### config.mk
export PLATFORM = sky130hd
export DESIGN_NAME = trx_sequencer
export DESIGN_NICKNAME = d
export VERILOG_FILES = /design/src/rtl/trx_seq_pkg.sv /design/src/rtl/trx_seq_timer.sv /design/src/rtl/trx_sequencer.sv
export SDC_FILE = /design/constraint.sdc
export NUM_CORES = 1
export LEC_CHECK = 0
export CORE_MARGIN = 2
export CORE_UTILIZATION = 54
export CTS_BUF_LIST = sky130_fd_sc_hd__clkbuf_2
export DETAILED_ROUTE_END_ITERATION = 10
export PLACE_DENSITY = 0.82
export SKIP_CTS_REPAIR_TIMING = 1
export SYNTH_ARGS = -nofsm -noshare
export SYNTH_HDL_FRONTEND = slang
export SYNTH_SLANG_ARGS = --single-unit
### constraint.sdc
create_clock -name inClock -period 2.4 [get_ports inClock]
set_input_delay 0.48 -clock inClock [delete_from_list [all_inputs] [get_ports inClock]]
set_output_delay 0.48 -clock inClock [all_outputs]
set_load 0.05 [all_outputs]
### src/rtl/trx_seq_pkg.sv
// Shared types and constants for the TX/RX frame sequencer.
// The preamble/sync feature is selected by the TRX_SEQ_PREAMBLE_EN macro in trx_sequencer.
package trx_seq_pkg;

  localparam int CNT_W = 16;
  localparam logic [7:0] SYNC_WORD = 8'b01010101;

  typedef enum logic [2:0] {
    ST_IDLE,
    ST_TX_PRE,
    ST_TX_DATA,
    ST_RX_SYNC,
    ST_RX_DATA,
    ST_DONE
  } trx_state_e;

  // Bit idx of the sync pattern; the 8-bit word repeats for longer preambles.
  function automatic logic sync_bit(input int idx);
    return SYNC_WORD[idx % 8];
  endfunction

endpackage

### src/rtl/trx_seq_timer.sv
// Idle-cycle watchdog: clear wins over enable; expired_o flags the cycle whose
// increment would make the count reach LIMIT.
module trx_seq_timer
  import trx_seq_pkg::*;
#(
  parameter int LIMIT = 4096
) (
  input  logic clk_i,
  input  logic rst_i,
  input  logic clear_i,
  input  logic enable_i,
  output logic expired_o
);

  localparam logic [CNT_W-1:0] LAST = CNT_W'(LIMIT - 1);

  logic [CNT_W-1:0] cnt_q, cnt_d;

  always_comb begin
    cnt_d = cnt_q;
    if (clear_i) begin
      cnt_d = '0;
    end else if (enable_i) begin
      cnt_d = cnt_q + CNT_W'(1);
    end
  end

  assign expired_o = enable_i & ~clear_i & (cnt_q == LAST);

  always_ff @(posedge clk_i) begin
    if (rst_i) begin
      cnt_q <= '0;
    end else begin
      cnt_q <= cnt_d;
    end
  end

endmodule

### src/rtl/trx_sequencer.sv
// Frame sequencer: TX pulls payload bits from the inFIFO into the coder, RX pushes
// CDR bits into the outFIFO. Define TRX_SEQ_PREAMBLE_EN to add TX preamble / RX sync.
// Handshakes: every strobe below is a same-cycle transfer -- a TX bit moves when
// inCoderReady=1 and the source is non-empty, an RX bit moves when inCdrFlag=1.
module trx_sequencer
  import trx_seq_pkg::*;
#(
  parameter int TIMEOUT_CYCLES = 4096,
  parameter int PREAMBLE_LEN   = 8
) (
  input  logic       inClock,
  input  logic       inReset,
  input  logic       inStart,
  input  logic       inMode,
  input  logic [7:0] inLength,
  input  logic       inAbort,
  input  logic       inFifoEmpty,
  input  logic       inFifoData,
  output logic       outFifoReadEnable,
  input  logic       inCoderReady,
  output logic       outCoderData,
  output logic       outCoderEmpty,
  input  logic       inCdrFlag,
  input  logic       inCdrData,
  output logic       outOutFifoWriteEnable,
  output logic       outOutFifoData,
  output logic       outBusy,
  output logic       outDone,
  output logic       outError,
  output logic [7:0] outBitCount,
  output trx_state_e outDbgState
);

  if (PREAMBLE_LEN < 2 || PREAMBLE_LEN > 255 || TIMEOUT_CYCLES < 1 || TIMEOUT_CYCLES > 65535)
  begin : g_bad_param
    $error("trx_sequencer: PREAMBLE_LEN or TIMEOUT_CYCLES out of range");
  end

`ifdef TRX_SEQ_PREAMBLE_EN
  localparam trx_state_e TX_ENTRY = ST_TX_PRE;
  localparam trx_state_e RX_ENTRY = ST_RX_SYNC;
  localparam int PRE_W = $clog2(PREAMBLE_LEN);
  localparam logic [PRE_W-1:0] PRE_TOP = PRE_W'(PREAMBLE_LEN - 1);

  function automatic logic [PREAMBLE_LEN-1:0] build_sync();
    logic [PREAMBLE_LEN-1:0] v;
    for (int i = 0; i < PREAMBLE_LEN; i++) v[i] = sync_bit(i);
    return v;
  endfunction

  localparam logic [PREAMBLE_LEN-1:0] SYNC_PAT = build_sync();

  logic [PRE_W-1:0]        pre_idx_q, pre_idx_d;
  logic [PREAMBLE_LEN-1:0] shift_q, shift_d;
`else
  localparam trx_state_e TX_ENTRY = ST_TX_DATA;
  localparam trx_state_e RX_ENTRY = ST_RX_DATA;
`endif

  trx_state_e state_q, state_d;
  logic [7:0] len_q, len_d;
  logic [7:0] bit_cnt_q, bit_cnt_d;
  logic       error_q, error_d;
  logic       counting, tmr_en, tmr_clear, tmr_expired;

  assign outFifoReadEnable     = (state_q == ST_TX_DATA) & inCoderReady & ~inFifoEmpty;
  assign outOutFifoWriteEnable = (state_q == ST_RX_DATA) & inCdrFlag;

  // The watchdog only runs while waiting on FIFO data or on the sync word.
  assign counting  = (state_q == ST_TX_DATA) | (state_q == ST_RX_SYNC);
  assign tmr_en    = ((state_q == ST_TX_DATA) & inFifoEmpty) | (state_q == ST_RX_SYNC);
  assign tmr_clear = ~counting | outFifoReadEnable | ((state_q == ST_RX_SYNC) & inCdrFlag);

  trx_seq_timer #(.LIMIT(TIMEOUT_CYCLES)) u_timer (
    .clk_i    (inClock),
    .rst_i    (inReset),
    .clear_i  (tmr_clear),
    .enable_i (tmr_en),
    .expired_o(tmr_expired)
  );

  always_comb begin
    state_d        = state_q;
    len_d          = len_q;
    bit_cnt_d      = bit_cnt_q;
    error_d        = 1'b0;
    outCoderData   = 1'b0;
    outCoderEmpty  = 1'b1;
    outOutFifoData = 1'b0;
`ifdef TRX_SEQ_PREAMBLE_EN
    pre_idx_d      = pre_idx_q;
    shift_d        = shift_q;
`endif
    case (state_q)
      ST_IDLE: begin
        if (inStart && !inAbort) begin
          if (inLength == 8'd0) begin
            error_d = 1'b1;
          end else begin
            len_d     = inLength;
            bit_cnt_d = 8'd0;
            state_d   = inMode ? RX_ENTRY : TX_ENTRY;
`ifdef TRX_SEQ_PREAMBLE_EN
            pre_idx_d = PRE_TOP;
            shift_d   = '0;
`endif
          end
        end
      end
`ifdef TRX_SEQ_PREAMBLE_EN
      ST_TX_PRE: begin
        // pre_idx_q walks the pattern from its MSB down to bit 0.
        outCoderData  = SYNC_PAT[pre_idx_q];
        outCoderEmpty = 1'b0;
        if (inCoderReady) begin
          if (pre_idx_q == '0) state_d = ST_TX_DATA;
          else pre_idx_d = pre_idx_q - PRE_W'(1);
        end
      end
      ST_RX_SYNC: begin
        if (inCdrFlag) begin
          shift_d = {shift_q[PREAMBLE_LEN-2:0], inCdrData};
          if (shift_d == SYNC_PAT) state_d = ST_RX_DATA;
        end else if (tmr_expired) begin
          state_d = ST_IDLE;
          error_d = 1'b1;
        end
      end
`endif
      ST_TX_DATA: begin
        outCoderData  = inFifoData;
        outCoderEmpty = inFifoEmpty;
        if (outFifoReadEnable) begin
          bit_cnt_d = bit_cnt_q + 8'd1;
          if (bit_cnt_d == len_q) state_d = ST_DONE;
        end else if (tmr_expired) begin
          state_d = ST_IDLE;
          error_d = 1'b1;
        end
      end
      ST_RX_DATA: begin
        outOutFifoData = inCdrData;
        if (inCdrFlag) begin
          bit_cnt_d = bit_cnt_q + 8'd1;
          if (bit_cnt_d == len_q) state_d = ST_DONE;
        end
      end
      ST_DONE: state_d = ST_IDLE;
      default: state_d = ST_IDLE;
    endcase

    // Abort drops the frame silently and freezes the bit count where it stood.
    if (inAbort && state_q != ST_IDLE) begin
      state_d   = ST_IDLE;
      bit_cnt_d = bit_cnt_q;
      error_d   = 1'b0;
    end
  end

  always_ff @(posedge inClock) begin
    if (inReset) begin
      state_q   <= ST_IDLE;
      len_q     <= 8'd0;
      bit_cnt_q <= 8'd0;
      error_q   <= 1'b0;
`ifdef TRX_SEQ_PREAMBLE_EN
      pre_idx_q <= '0;
      shift_q   <= '0;
`endif
    end else begin
      state_q   <= state_d;
      len_q     <= len_d;
      bit_cnt_q <= bit_cnt_d;
      error_q   <= error_d;
`ifdef TRX_SEQ_PREAMBLE_EN
      pre_idx_q <= pre_idx_d;
      shift_q   <= shift_d;
`endif
    end
  end

  assign outBusy     = (state_q != ST_IDLE);
  assign outDone     = (state_q == ST_DONE);
  assign outError    = error_q;
  assign outBitCount = bit_cnt_q;
  assign outDbgState = state_q;

endmodule

==> metrics.txt <==
status complete, no violations; max-cap violations 0; Flop pwr share 45.9%; first-pass GRT wire length between 7000 and 8000 um; Worst Path Class, Setup reg -> out; commonest cells after routing, fill and taps aside dfxtp_1, nor2_1, clkdlybuf4s50_1, nand2_1, xor2_1; htree depth 2; via count ~1900; most common cell after layout, fill and taps aside dfxtp_1; combinational share of power 25.7%; Die Wd about 65 um; WL/cell 14.1 um; area of the multi-input gates 1220 um^2; fmax 429 MHz; Worst Tran Pin Value 1.07 ns; min-delay src outBitCount[1]$_SDFFE_PP0P_; PD cells 539 nW/um^2; Post-Synth Adder-Cell Area 1.26%; Post-synth EDFFs 0; Final GP Congestion 0.881; initial antenna violation count 0; CP endpoint kind primary output; initial DRC count 135; Post-DRT Antenna Nets 0; Via density just under 6; Post-Syn Area per Cell 8.39 um^2; final hold vios 0; Remaining Overflow, GRT 0; Clk pwr share roughly 28%; Die H roughly 65 um; Ports 37; PortBufs 36; layout cells sized above 1 12.1%; Top delay family on crit path buffers and inverters; Compound-Gate Fraction of Synth Area 11.6%; Net Switching about 0.44 mW; final WL around 4600 um; r2r setup slk 0.32 ns; largest family of logic cells by synthesized area simple AND/OR/NAND/NOR gates; drt first pass iters 4; Residual DRC 0; largest net degree at the start of global routing 18; fill count 295; clock buffer count from CTS 5; Starting Density between 50% and 60%; P_int 0.941 mW; Mapped Nets around 260; Final period util a little over nine tenths; worst vdd ir 385 uV; CTS tree yes; number of placement rows 22; Worst-Skew Late Latency 0.41 ns; Register Area between 700 and 800 um^2; Slowest-stage cell, CP clkdlybuf4s50_1; CP peak stage delay 0.88 ns; unrepaired setup endpoints after global routing false; Syn Std Cell Area between 1500 and 2000 um^2; WHS around 0.53 ns; gr usage total 24.2%; simple-gate portion of the synthesized area about a third; Slew headroom 28.1%; reg2reg start outBitCount[0]$_SDFFE_PP0P_; Layout Skew 0.0279 ns; Tot Pwr 1.38 mW; Clock Tree Buf Depth 2; die area 4190 um^2; post-synthesis sequential area ratio a little over a third; Worst Hold Class reg -> reg; Synth warnings 0; CP Max Fanout 9; critical path launch point type flip-flop; clk slew on worst S/H paths 0.19 ns; Period minus WS final 2.33 ns; Worst EP arrival 1.85 ns; Post-Synthesis Cells 237; Synth Area in XOR/XNOR 12.3%; origin of the worst setup path outBitCount[2]$_SDFFE_PP0P_; Yosys cell types 44; CTS Root Cell clkbuf_2; async set or reset register ratio after synthesis 0%; number of global-route vias before repair 1817; CP required about 1.9 ns; P&R area growth vs syn 28.6%; worst-path cell chain clkdlybuf4s50_1; worst path buffer plus inverter count 1; Core ar. 3610 um^2; hpwl dp 3400 um; Antenna diodes 0; clock sink count 36; nets@finish around 300; Lkg Pwr 0.940 nW; Sw Share around a third; predominant post-synthesis flop cell dfxtp_1; final setup vio count 0; post-synthesis mux area share under 10%; #FFs+latches synth 36; Final Max Slew Viols 0
[flip-flops by register name, indices dropped and copies added (netlist names)]
name / cells
outDbgState: 3
outError: 1
len_q: 8
u_timer.cnt_q: 16
outBitCount: 8
[final cells by class]
type,count,area share [%]
clock buffer,5,0.978
clock inverter,3,1.66
inverter,3,0.440
multi-input combinational,188,47.7
sequential,36,28.2
tap,48,2.35
timing repair buffer,45,18.7
[per-stage QoR]
step	setup slack [ns]	util, %	TNS, ns	cell area [um^2]	std cells
floorplan	0.120	-	0	2000	237
global placement	-0.0267	68.9	-0.0267	2480	320
finish	0.0689	70.9	0	2560	328
detailed placement	-0.0631	68.9	-0.0798	2480	320
CTS	0.00993	70.8	0	2550	328
global route	0.000343	70.9	0	2560	328
[metal layers]
layer / share of wire, % / routed length (um) / global-route usage, % / vias to the layer above
met4: 2.2 / 102 / 11.7 / 0
met3: 6.2 / 285 / 6.08 / 10
met1: 43 / 1990 / 28.5 / 894
met5: 0 / 0 / 0 / -
li1: - / - / - / 930
met2: 49 / 2250 / 41.0 / 68
[worst paths after layout]
check                                              endpoint  depth (start not counted)
worst min register to register  outBitCount[1]$_SDFFE_PP0P_                          2
worst max register to register  outDbgState[1]$_SDFFE_PP0P_                          6
worst max-delay path                         outBitCount[2]                          1
worst min-delay path            outBitCount[1]$_SDFFE_PP0P_                          2
[cells in the mapped netlist (all sizes together), types with 4 or more instances]
master / instances / area share (%)
a21oi: 11 / 2.8
and2: 5 / 1.6
and3: 7 / 2.2
clkbuf: 7 / 1.3
dfxtp: 36 / 36
mux2i: 6 / 3.0
nand2: 20 / 3.8
nand2b: 6 / 2.6
nand3: 12 / 3.0
nand4: 4 / 1.3
nor2: 33 / 6.2
nor3: 5 / 2.1
nor4: 9 / 3.5
o21ai: 8 / 2.0
xnor2: 12 / 5.3
xor2: 16 / 7.0
[power by group through the flow]
stage	logic [mW]	registers [mW]	clock network (mW)
6_report	0.355	0.632	0.391
5_1_grt	0.382	0.636	0.422
4_1_cts	0.353	0.633	0.400
3_5_place_dp	0.351	0.645	0
3_3_place_gp	0.347	0.644	0
2_1_floorplan	0.208	0.658	0
[cell families (layout without fill, tap and decap cells)]
| logic type | count (synthesis) | after routing |
|---|---|---|
| multiplexers | 6 | 6 |
| flip-flops | 36 | 36 |
| adder cells (fa/ha/maj) | 2 | 2 |
| AND/OR/NAND/NOR | 116 | 116 |
| buffers and inverters | 13 | 56 |
| XOR/XNOR | 28 | 28 |
| AO/OA/AOI/OAI | 36 | 36 |
No activity file was read; power rests on OpenSTA's default activity.
